`src/rtl/hazard_ctrl_pkg.sv`:
```
// Shared types and default penalties for the ID-stage hazard controller.
package hazard_ctrl_pkg;

  typedef enum logic {
    HZ_IDLE = 1'b0,
    HZ_HOLD = 1'b1
  } hz_state_e;

  localparam int unsigned HZ_CNT_W         = 3;
  localparam int unsigned DEF_LOAD_BR_PEN  = 2;
  localparam int unsigned DEF_LOAD_USE_PEN = 1;
  localparam int unsigned DEF_ALU_BR_PEN   = 1;

endpackage

```
`src/rtl/hz_sat_counter.sv`:
```
// Saturating event counter with synchronous clear that wins over increment.
module hz_sat_counter #(
  parameter int unsigned W = 16
) (
  input  logic         clk,
  input  logic         rst,
  input  logic         inc,
  input  logic         clr,
  output logic [W-1:0] count
);

  logic [W-1:0] count_d, count_q;

  always_comb begin
    count_d = count_q;
    if (clr) begin
      count_d = '0;
    end else if (inc && (count_q != {W{1'b1}})) begin
      count_d = count_q + W'(1);
    end
  end

  always_ff @(posedge clk or posedge rst) begin
    if (rst) count_q <= '0;
    else     count_q <= count_d;
  end

  assign count = count_q;

endmodule

```
`src/rtl/hazard_ctrl.sv`:
```
// ID-stage hazard controller: load/ALU-to-ID dependency stalls, branch
// mispredict flush, external flush override and saturating perf counters.
module hazard_ctrl
  import hazard_ctrl_pkg::*;
#(
  parameter int unsigned NUM_RS       = 2,
  parameter int unsigned REG_W        = 5,
  parameter int unsigned LOAD_BR_PEN  = DEF_LOAD_BR_PEN,
  parameter int unsigned LOAD_USE_PEN = DEF_LOAD_USE_PEN,
  parameter int unsigned ALU_BR_PEN   = DEF_ALU_BR_PEN,
  parameter int unsigned CNT_W        = 16
) (
  input  logic                    clk,
  input  logic                    rst,
  input  logic                    id_valid,
  input  logic [NUM_RS*REG_W-1:0] id_rs,
  input  logic [NUM_RS-1:0]       id_rs_used,
  input  logic                    id_is_branch,
  input  logic                    id_is_jalr,
  input  logic                    id_branch_taken,
  input  logic                    id_predict_taken,
  input  logic                    ex_reg_write,
  input  logic                    ex_mem_read,
  input  logic [REG_W-1:0]        ex_rd,
  input  logic                    ext_flush,
  input  logic                    perf_clr,
  output logic                    stall,
  output logic                    flush,
  output logic                    mispredict,
  output logic [2:0]              stall_remaining,
  output logic [CNT_W-1:0]        perf_stall_cycles,
  output logic [CNT_W-1:0]        perf_flushes
);

  hz_state_e             state_d, state_q;
  logic [HZ_CNT_W-1:0]   cnt_d, cnt_q;
  logic [NUM_RS-1:0]     match_c;
  logic                  dep_c, br_c;
  logic [HZ_CNT_W-1:0]   pen_c;
  logic                  stall_c, mispredict_c;
  logic [HZ_CNT_W-1:0]   rem_c;

  always_comb begin
    for (int k = 0; k < NUM_RS; k++) begin
      match_c[k] = id_valid && id_rs_used[k] && (ex_rd != '0) &&
                   (id_rs[k*REG_W +: REG_W] == ex_rd);
    end
  end

  assign dep_c = |match_c;
  assign br_c  = id_is_branch | id_is_jalr;

  // Penalty priority: load->branch, load->use, ALU->branch.
  always_comb begin
    pen_c = '0;
    if (ex_mem_read && dep_c && br_c)       pen_c = HZ_CNT_W'(LOAD_BR_PEN);
    else if (ex_mem_read && dep_c)          pen_c = HZ_CNT_W'(LOAD_USE_PEN);
    else if (ex_reg_write && dep_c && br_c) pen_c = HZ_CNT_W'(ALU_BR_PEN);
  end

  // Stall sequencing; ext_flush aborts any pending stall.
  always_comb begin
    state_d = state_q;
    cnt_d   = cnt_q;
    stall_c = 1'b0;
    rem_c   = '0;
    if (ext_flush) begin
      state_d = HZ_IDLE;
      cnt_d   = '0;
    end else if (state_q == HZ_HOLD) begin
      stall_c = 1'b1;
      rem_c   = cnt_q - HZ_CNT_W'(1);
      cnt_d   = cnt_q - HZ_CNT_W'(1);
      if (cnt_q == HZ_CNT_W'(1)) begin
        state_d = HZ_IDLE;
        cnt_d   = '0;
      end
    end else if (pen_c != '0) begin
      stall_c = 1'b1;
      rem_c   = pen_c - HZ_CNT_W'(1);
      if (pen_c > HZ_CNT_W'(1)) begin
        state_d = HZ_HOLD;
        cnt_d   = pen_c - HZ_CNT_W'(1);
      end
    end
  end

  always_ff @(posedge clk or posedge rst) begin
    if (rst) begin
      state_q <= HZ_IDLE;
      cnt_q   <= '0;
    end else begin
      state_q <= state_d;
      cnt_q   <= cnt_d;
    end
  end

  assign mispredict_c = id_valid && id_is_branch && !stall_c && !ext_flush &&
                        (id_branch_taken != id_predict_taken);

  // Reset forces the handshake outputs low regardless of inputs.
  assign stall           = stall_c && !rst;
  assign mispredict      = mispredict_c && !rst;
  assign flush           = (mispredict_c || ext_flush) && !rst;
  assign stall_remaining = rst ? 3'd0 : 3'(rem_c);

  hz_sat_counter #(.W(CNT_W)) u_stall_cnt (
    .clk   (clk),
    .rst   (rst),
    .inc   (stall),
    .clr   (perf_clr),
    .count (perf_stall_cycles)
  );

  hz_sat_counter #(.W(CNT_W)) u_flush_cnt (
    .clk   (clk),
    .rst   (rst),
    .inc   (flush),
    .clr   (perf_clr),
    .count (perf_flushes)
  );

endmodule

```
`config.mk`:
```
export PLATFORM = sky130hd
export DESIGN_NAME = hazard_ctrl
export DESIGN_NICKNAME = d
export VERILOG_FILES = /design/src/rtl/hazard_ctrl_pkg.sv /design/src/rtl/hz_sat_counter.sv /design/src/rtl/hazard_ctrl.sv
export SDC_FILE = /design/constraint.sdc
export NUM_CORES = 1
export LEC_CHECK = 0
export ABC_AREA = 1
export BUFFER_PORTS_ARGS = -buffer_cell sky130_fd_sc_hd__buf_2
export CAP_MARGIN = 20
export CORE_ASPECT_RATIO = 1.2
export CORE_MARGIN = 4
export CORE_UTILIZATION = 30
export CTS_BUF_LIST = sky130_fd_sc_hd__clkbuf_4
export DETAILED_ROUTE_END_ITERATION = 12
export GPL_ROUTABILITY_DRIVEN = 1
export SYNTH_ARGS = -nofsm -noshare
export SYNTH_HDL_FRONTEND = slang
export SYNTH_SLANG_ARGS = --single-unit
```
`constraint.sdc`:
```
create_clock -name clk -period 2.2 [get_ports clk]
set_input_delay 0 -clock clk [delete_from_list [all_inputs] [get_ports clk]]
set_output_delay 0 -clock clk [all_outputs]
set_load 0.005 [all_outputs]
```
# --- After elaboration in Yosys (flattened, before gate mapping) ---
# Cells that the tools add are included.
word_totals:
  ff_bits: 36
  in_bits: 28
  elab_cells: 71
op_classes:
  n_addsub: 4
  order_cmp: 1
  n_eq_ne: 6
  n_mux: 24
  bitwise: 1
  n_reduce_logical: 31
op_table:
  columns: ["op", "count"]
  rows:
  - ["2-to-1 mux 16 bit", 4]
  - ["adder 16 x 1 -> 16 bit, second input constant", 2]
  - ["!= test 16 bit, second input constant", 2]
  - ["2-to-1 mux 3 bit", 9]
  - ["logical AND 1 bit", 19]
  - ["== test 5 bit", 2]
  - ["2-to-1 mux 1 bit", 10]
  - ["nonzero test 3 bit", 3]
  - ["subtractor 3 x 1 -> 3 bit, second input constant", 2]
  - ["nonzero test 5 bit", 1]
  - ["nonzero test 2 bit", 2]
  - ["== test 3 x 1 -> 1 bit, second input constant", 1]
  - ["greater-than comparator 3 x 1 -> 1 bit, second input constant", 1]
  - ["zero test 1 bit", 3]
  - ["2-to-1 mux 2 bit", 1]
  - ["AND reduction 2 bit", 1]
  - ["OR reduction 2 bit", 1]
  - ["logical OR 1 bit", 1]
  - ["!= test 1 bit", 1]
  - ["bitwise OR 1 bit", 1]

# --- Logic depth before layout (Yosys ltp) ---
# Gate-level depths: netlist (run 1).
depth:
  depth_word: 22
  mapped_depth: 17
  depth_no_buf: 16

# --- By module ---
# Synthesis (run 1) repeated with hierarchy kept, for this count alone.
hier_totals:
  hier_cells: 441
  hier_area_um2: 2860.2
modules_own_cells:
  columns: ["module", "n_inst", "cells_per_inst", "area_each_um2"]
  rows:
  - ["hz_sat_counter", 2, 159, 1083.5]
  - ["hazard_ctrl", 1, 123, 693.2]

# --- Least setup slack after synthesis (run 1) ---
# No wires, ideal clock.
synth_timing:
  kind: "in2reg"
  from: "input port ex_rd[0]"
  to: "register u_stall_cnt.count_q[2] (netlist: u_stall_cnt.count[2])"
  setup_time_ps: 118
  arrival_time_ps: 1670
  required_ps: 2082
  slack_ps: 412
  stages: 16
  n_path_buf: 1
  path_cell_list: "inv_1 > o21ai_0 > nor2_1 > nand3_1 > nand2_1 > nand3_1 > ha_1 > inv_1 > nor2_2 > nor2_1 > nand2_2 > nand2_4 > clkinv_4 > buf_12 > nand2_1 > o21ai_2"
synth_between:
  elab_chain_cells: 16
synth_lines:
  columns: ["element", "line", "text"]
  rows:
  - ["from (decl)", "hazard_ctrl.sv:24", "input logic [REG_W-1:0] ex_rd,"]
  - ["nonzero test 5 bit", "hazard_ctrl.sv:45", "match_c[k] = id_valid && id_rs_used[k] && (ex_rd != '0) &&"]
  - ["logical AND 1 bit (2 in a row)", "hazard_ctrl.sv:45", null]
  - ["OR reduction 2 bit (*)", "hazard_ctrl.sv:50", "assign dep_c = |match_c;"]
  - ["logical AND 1 bit (2 in a row)", "hazard_ctrl.sv:58", "else if (ex_reg_write && dep_c && br_c) pen_c = HZ_CNT_W'(ALU_BR_PEN);"]
  - ["2-to-1 mux 1 bit", "hazard_ctrl.sv:58", null]
  - ["2-to-1 mux 1 bit", "hazard_ctrl.sv:57", "else if (ex_mem_read && dep_c) pen_c = HZ_CNT_W'(LOAD_USE_PEN);"]
  - ["2-to-1 mux 2 bit (*)", "hazard_ctrl.sv:56", "if (ex_mem_read && dep_c && br_c) pen_c = HZ_CNT_W'(LOAD_BR_PEN);"]
  - ["nonzero test 3 bit (*)", "hazard_ctrl.sv:78", "end else if (pen_c != '0) begin"]
  - ["2-to-1 mux 1 bit (*)", "hazard_ctrl.sv:78", null]
  - ["2-to-1 mux 1 bit (*)", "hazard_ctrl.sv:70", "end else if (state_q == HZ_HOLD) begin"]
  - ["2-to-1 mux 1 bit (*)", "hazard_ctrl.sv:67", "if (ext_flush) begin"]
  - ["logical AND 1 bit (*)", "hazard_ctrl.sv:102", "assign stall = stall_c && !rst;"]
  - ["named net stall", "hazard_ctrl.sv:27", "output logic stall,"]
  - ["logical AND 1 bit (*)", "hz_sat_counter.sv:18", "end else if (inc && (count_q != {W{1'b1}})) begin"]
  - ["nonzero test 2 bit (no source line) (*)", null, null]
  - ["to (signal assigned)", "hz_sat_counter.sv:25", "else count_q <= count_d;"]
  - ["to (decl)", "hz_sat_counter.sv:12", "logic [W-1:0] count_d, count_q;"]
# Mark *: on every way through the listed nets, which the timed path passes. The rest lies on a longest branch.
# A chain may end at the register's enable or synchronous reset.

# --- Worst setup path after layout (run 1) ---
layout_timing:
  from: "register u_flush_cnt.count_q[0] (netlist: u_flush_cnt.count[0])"
  to: "register u_flush_cnt.count_q[10] (netlist: u_flush_cnt.count[10])"
layout_between:
  elab_chain_cells: 3
layout_lines:
  columns: ["element", "line"]
  rows:
  - ["from (decl)", "hz_sat_counter.sv:12"]
  - ["from (signal assigned)", "hz_sat_counter.sv:25"]
  - ["adder 16 x 1 -> 16 bit or != test 16 bit (tied branches)", "hz_sat_counter.sv:19, hz_sat_counter.sv:18"]
  - ["2-to-1 mux 16 bit or logical AND 1 bit (tied branches)", "hz_sat_counter.sv:18"]
  - ["2-to-1 mux 16 bit or nonzero test 2 bit (tied branches)", null]
# Several ways; a longest one is shown, not always the timed one. The select of a mux whose other input is x is not followed.

==> metrics, run 1 <==
Post-Synth Simple-Gate Area 0.394; Seq/Total Area, Yosys 0.331; synth unique cells 31; grt peak-use layer met2; Root Driver clkbuf_4; final WL 6880 µm; peak supply drop 0.160 mV; Final nets 505; Clock transition at path regs 0.13 ns; # diodes 0; Combinational Power Share 0.161; CP Class reg2reg; Cell Pwr Density 388 mW/mm²; CTS max path bufs 2; dpl ws 0.190 ns; highest clock rate 0.535 GHz; GR Layer Usage met1 0.156; CTS hold repair buffers 1; Worst-Skew Late Latency 0.34 ns; Net Sw Power 0.380 mW; post-synthesis adder-cell area fraction 0.0322; final count of hold timing violations 0; met2 Track Usage GR 0.238; Die ar. 0.0107 mm²; fin cells 588; DRC errors left 0; RSZ-0062 raised after global routing false; P&R area growth vs syn 18.5%; number of synthesized flops with an enable pin 0; CP Capture Type register; M3 GR Usage 0.0221; xor/xnor cell area share of the yosys netlist 0.0708; internal power 0.871 mW; Die H 112 µm; number of primary I/O pins 66; CTS H-tree lvls 2; min cycle time layout 1.87 ns; detailed-route via count 2717; Seq cells post-synth 36; initial antenna violation count 0; worst endpoint required time 2.43 ns; placed cell count 579; largest family of logic cells by synthesized area simple AND/OR/NAND/NOR gates; Async S/R FF share, synth 1.00; clock sinks 36; Post-Route Skew 0.0162 ns; Max-slew headroom 0.603; Cell Rows 37; TNS Setup 0 ns; PostCTS Resize Cnt 0; CP Launch Type register; critical-path maximum fanout 15; Avg WL per Cell 11.7 µm; period utilisation layout 0.849; First DRT Iteration DRCs 76; PortBufs 65; status completed; top-area cell type share of the netlist area 0.331; Syn Nets 436; setup slack, reg-to-reg 0.33 ns; Sw Ratio 0.304; ranking of synthesized cells by area dfrtp_1, nand2_1, nand3_1, nor2_1, inv_1; Most used DFF post-synth dfrtp_1; cell count after synthesis 401; Synth Area in Compound Gates 0.0713; fin worst setup slack 0.331 ns; TritonRoute pass-1 iters 4; largest area contributor in the netlist dfrtp_1; Pleak 1.72 nW; Sequential Power Share 0.558; layout cells sized above 1 0.214; post-synthesis mux area share 0; syn avg cell area 6.79 µm²; Arrival @ worst endpoint 2.10 ns; starting density of the core 0.313; total track usage 0.131; final max-slew violation count 0; drt via density 4.62; final setup fails 0; HP Class in2reg; Remaining Overflow, GRT 0; max-cap violations 0; pin count of the biggest net entering global routing 37; core area 0.00870 mm²; Slew @ Worst Pin 0.595 ns; Final Util 0.370; CTS tree done; HPWL after DPL 5280 µm; Synth Cell Area 0.00272 mm²; Fillers 968; Final ANT Viol Nets 0; Post-CTS Setup Repair Bufs 0; Die X 94.9 µm; vias in the first global route 2547; Syn. warnings 0; Placer Congestion 0.846; first-pass GRT wire length 11400 µm; clock group share of total power 0.280; cts bufs inserted 5
[worst max-delay path: stages, from the launching register on]
cell and delay [ns]:
dfrtp_1 0.46, ha_1 0.25, and3_1 0.26, nand4_1 0.19, nand2_2 0.18, nand2_2 0.20, nand2_1 0.14, nand2_1 0.06
[flip-flops by register name, indices dropped and copies added (netlist names)]
name and count:
u_flush_cnt.count 16, u_stall_cnt.count 16, cnt_q 3, state_q 1
[synth_stat cells, types with 2 or more instances]
master	n
nand2_1	106
nor2_1	54
inv_1	51
nand3_1	50
dfrtp_1	36
xor2_1	20
o21ai_0	13
nand4_1	11
nor3_1	9
o21ai_2	9
ha_1	7
a21oi_1	5
nand2_2	4
clkbuf_1	3
and3_1	2
buf_2	2
buf_6	2
nand3_2	2
nor2_2	2
xnor2_1	2
[power by group through the flow]
stage          logic (mW)  registers [mW]  clock network (mW)
4_1_cts             0.206           0.698               0.375
5_1_grt             0.231           0.702               0.397
6_report            0.202           0.698               0.351
2_1_floorplan       0.135           0.708                   0
3_5_place_dp        0.205           0.711                   0
3_3_place_gp        0.201           0.711                   0
[through the flow]
stage | hold slack [ns] | power [mW] | area (µm²)
after floorplan | 0.0285 | 0.842 | 2720
after global placement | 0.182 | 0.912 | 3160
after detailed placement | 0.184 | 0.916 | 3160
after CTS | 0.0166 | 1.28 | 3220
after global routing | 0.0465 | 1.33 | 3220
final | 0.0408 | 1.25 | 3220
[cells in the final DEF (no fill, tap or decap), types with 11 or more instances in the layout]
master   count
nand2_1    106
dfrtp_1     36
nand3_1     50
o21ai_0     13
nor2_1      54
xor2_1      20
inv_1       51
nand4_1     11
buf_2       65
[cell families (layout without fill, tap and decap cells)]
kind of cell,after synthesis,count (layout)
AOI/OAI and AO/OA,30,30
DFF,36,36
xor gates and xnor gates,22,22
and+or+nand+nor,244,244
adders and majority gates,7,7
buffers and inverters,62,132
[metal layers]
| metal | vias to the layer above | part of all wire |
|---|---|---|
| met5 | - | 0 |
| met4 | 0 | 0.016 |
| met3 | 9 | 0.044 |
| met2 | 61 | 0.50 |
| met1 | 1233 | 0.44 |
| li1 | 1414 | - |
[final timing paths]
path / startpoint / endpoint / cells after the start
hold reg to reg: cnt_q[1]$_DFFE_PP0P_ / cnt_q[1]$_DFFE_PP0P_ / 2
max in group asynchronous: rst / u_stall_cnt.count[0]$_DFFE_PP0P_ / 4
setup reg to reg: u_flush_cnt.count[0]$_DFFE_PP0P_ / u_flush_cnt.count[10]$_DFFE_PP0P_ / 7
setup / recovery: u_flush_cnt.count[0]$_DFFE_PP0P_ / u_flush_cnt.count[10]$_DFFE_PP0P_ / 7
min in group asynchronous: rst / state_q$_DFF_PP0_ / 4
hold / removal: ext_flush / cnt_q[1]$_DFFE_PP0P_ / 4
[cell type report]
type / instances / area (µm²) / share of cell area
clock inverters: 3 / 13.8 / 0.00427
repair buffers: 72 / 380 / 0.118
flip-flops and latches: 36 / 901 / 0.279
multi-input cells: 303 / 1550 / 0.479
clock buffers: 5 / 37.5 / 0.0116
well taps: 117 / 146 / 0.0454
inverters: 52 / 200 / 0.0621
No activity file was read; power rests on OpenSTA's default activity.
==> run 2: changes to the inputs <==
--- a/config.mk
+++ b/config.mk
@@ -5,7 +5,7 @@
 export SDC_FILE = /design/constraint.sdc
 export NUM_CORES = 1
 export LEC_CHECK = 0
-export ABC_AREA = 1
+export ABC_AREA = 0
 export BUFFER_PORTS_ARGS = -buffer_cell sky130_fd_sc_hd__buf_2
 export CAP_MARGIN = 20
 export CORE_ASPECT_RATIO = 1.2
==> constraint.sdc (replaced) <==
create_clock -name clk -period 1.7 [get_ports clk]
set_input_delay 0 -clock clk [delete_from_list [all_inputs] [get_ports clk]]
set_output_delay 0 -clock clk [all_outputs]
set_load 0.005 [all_outputs]
==> run 2 against run 1 <==
Against the previous run: the run now ends with negative setup slack left; via count decreased by 7.1%; combinational power grew 26%; worst setup slack got worse by 0.82 ns; die area down 11%; first-iteration DRC count increased by 26%; sequential power up 26%; total power is 29% higher; critical path depth rose by 3; worst hold slack gained 0.048 ns; clock skew is 0.0019 ns lower; clock power rose by 38%; global-route usage is 2.2 points higher.
==> metrics, run 2 <==
CTS tree done (unchanged); CTS H-tree lvls 2 (unchanged); pin count of the biggest net entering global routing 33 (was 37); synth unique cells 46 (was 31); number of primary I/O pins 66 (unchanged); Sequential Area 901 µm² (unchanged); starting density of the core 0.310 (was 0.313); CP Class in2reg (was reg2reg); HPWL after DPL 5330 µm (was 5280 µm); first-pass GRT wire length 11700 µm (was 11400 µm); number of synthesized flops with an enable pin 0 (unchanged); Seq/Total Area, Yosys 0.377 (was 0.331); cts bufs inserted 5 (unchanged); vias in the first global route 2552 (was 2547); Pleak 1.64 nW (was 1.72 nW); Clock transition at path regs 0.12 ns (was 0.13 ns); Seq cells post-synth 36 (unchanged); Avg WL per Cell 14.7 µm (was 11.7 µm); critical-path maximum fanout 6 (was 15); fin worst setup slack -0.493 ns (was 0.331 ns); core area 0.00771 mm² (was 0.00870 mm²); CP Capture Type register (unchanged); area of the multi-input gates 0.00170 mm² (was 0.00155 mm²); Fillers 760 (was 968); final WL 7130 µm (was 6880 µm); commonest cells after routing, fill and taps aside buf_2, buf_4, dfrtp_1 (was nand2_1, buf_2, nor2_1); clock sinks 36 (unchanged); Final Util 0.477 (was 0.370); layout cells sized above 1 0.442 (was 0.214); CTS max path bufs 2 (unchanged); DRC errors left 0 (unchanged); Cell Pwr Density 439 mW/mm² (was 388 mW/mm²); Final ANT Viol Nets 0 (unchanged); Root Driver clkbuf_4 (unchanged); Remaining Overflow, GRT 0 (unchanged); most frequent cell after synthesis dfrtp_1 (was nand2_1); status complete, but fails checks (was completed); P&R area growth vs syn 54.0% (was 18.5%); fin cells 486 (was 588); Die X 89.5 µm (was 94.9 µm); largest area contributor in the netlist dfrtp_1 (unchanged); Cell Rows 35 (was 37); final count of hold timing violations 0 (unchanged); Async S/R FF share, synth 1.00 (unchanged); First DRT Iteration DRCs 96 (was 76); period utilisation layout 1.29; # diodes 0 (unchanged); highest clock rate 0.456 GHz; syn avg cell area 8.85 µm² (was 6.79 µm²); Final nets 428 (was 505); max-cap violations 0 (unchanged); Slew @ Worst Pin 0.624 ns (was 0.595 ns); final setup fails 41 (was 0); detailed-route via count 2524 (was 2717); Die ar. 0.00946 mm² (was 0.0107 mm²); final max-slew violation count 0 (unchanged); peak supply drop 0.358 mV (was 0.160 mV); most common cell after layout, fill and taps aside buf_2 (was nand2_1); drt via density 5.19 (was 4.62); Worst-Skew Late Latency 0.35 ns (was 0.34 ns); Die H 106 µm (was 112 µm); synth cell count leaders dfrtp_1, nor2_1, o21ai_0 (was nand2_1, nor2_1, inv_1); Synth Cell Area 0.00239 mm² (was 0.00272 mm²); total track usage 0.153 (was 0.131); CP Launch Type primary input (was register); TritonRoute pass-1 iters 4 (unchanged); Arrival @ worst endpoint 2.47 ns (was 2.10 ns); worst endpoint required time 1.98 ns (was 2.43 ns); Post-Route Skew 0.0143 ns (was 0.0162 ns); Syn. warnings 0 (unchanged); Syn Nets 305 (was 436); ranking of synthesized cells by area dfrtp_1, xnor2_1, xor2_1, nor2_1, ha_1 (was dfrtp_1, nand2_1, nand3_1, nor2_1, inv_1); cell count after synthesis 270 (was 401); HP Class in2reg (unchanged); PortBufs 65 (unchanged); failing checks negative setup slack; initial antenna violation count 0 (unchanged); min cycle time layout 2.19 ns; placed cell count 471 (was 579); Placer Congestion 0.797 (was 0.846); Max-slew headroom 0.584 (was 0.603); top-area cell type share of the netlist area 0.377 (was 0.331); Most used DFF post-synth dfrtp_1 (unchanged); RSZ-0062 raised after global routing true (was false)
-- run 2: cell count changes in the layout (fill, tap and decap cells not counted), sizes merged, moves of 5 or more --
cell | previous run | this run
nor4 | 0 | 11
xor2 | 20 | 15
nor3 | 9 | 4
inv | 51 | 10
xnor2 | 2 | 14
buf | 71 | 124
a21oi | 6 | 15
nor2 | 57 | 30
nand3 | 52 | 13
o21ai | 22 | 16
nand2 | 111 | 12
or3 | 0 | 12
-- run 2: final cells by class --
| cell class | instances | area share |
|---|---|---|
| multi-input cells | 214 | 0.462 |
| inverters | 11 | 0.0146 |
| well taps | 92 | 0.0313 |
| clock inverters | 1 | 0.00102 |
| repair buffers | 125 | 0.231 |
| clock buffers | 7 | 0.0143 |
| flip-flops and latches | 36 | 0.245 |
-- run 2: repair_timing --
item	in CTS	in global routing
gates cloned	0	0
pin swaps	20	14
setup endpoints to repair	40	41
gates resized for setup	38	12
hold buffers	1	0
buffers inserted	3	3
endpoints found under the hold margin	10	0
-- run 2: kinds of logic after synthesis --
group | share of synthesized area
flip-flops | 0.377
adder cells (fa/ha/maj) | 0.0367
multiplexers | 0.0126
AND/OR/NAND/NOR | 0.272
AO/OA/AOI/OAI | 0.159
buffers and inverters | 0.0335
XOR/XNOR | 0.109
-- run 2: layer usage --
layer	part of all wire	up-vias	track usage
met5	0	-	0
met4	0.0098	0	0.0351
met3	0.061	7	0.0250
met2	0.51	64	0.268
met1	0.41	1220	0.193
li1	-	1233	-
-- run 2: worst paths after layout --
| kind | startpoint | endpoint | slack [ns] | cells after the start |
|---|---|---|---|---|
| hold / removal | ext_flush | cnt_q[0]$_DFFE_PP0P_ | 0.09 | 4 |
| setup / recovery | ex_rd[0] | u_flush_cnt.count[9]$_DFFE_PP0P_ | -0.49 | 10 |
| hold reg to reg | cnt_q[0]$_DFFE_PP0P_ | cnt_q[0]$_DFFE_PP0P_ | 0.53 | 1 |
| setup reg to reg | state_q$_DFF_PP0_ | u_flush_cnt.count[9]$_DFFE_PP0P_ | -0.13 | 5 |
| min in group asynchronous | rst | u_flush_cnt.count[5]$_DFFE_PP0P_ | 0.34 | 3 |
| max in group asynchronous | rst | u_stall_cnt.count[8]$_DFFE_PP0P_ | 0.85 | 4 |
-- run 2: power breakdown --
part / switching (mW) / internal, mW
combinational: 0.138 / 0.115
clock: 0.292 / 0.191
sequential: 0.0101 / 0.868
-- run 2: through the flow --
stage	worst slack, ns	total power [mW]	hold WS, ns	TNS, ns	cell area, µm²
after floorplan	-0.670	1.01	0.0668	-15.73	2500
final	-0.493	1.61	0.0884	-14.26	3680
after detailed placement	-0.925	1.12	0.125	-28.84	3300
after CTS	-0.501	1.63	0.0771	-13.31	3600
after global routing	-0.587	1.71	0.0890	-17.95	3680
after global placement	-0.855	1.12	0.118	-27.28	3300
-- run 2: critical path, stage by stage --
cell and delay (ns):
buf_8 0.10, or4_4 0.53, o21ai_4 0.17, or3_4 0.17
ha_4 0.13, nor2b_4 0.16, a41oi_4 0.12, or3_4 0.44
or4b_4 0.53, a21oi_2 0.13
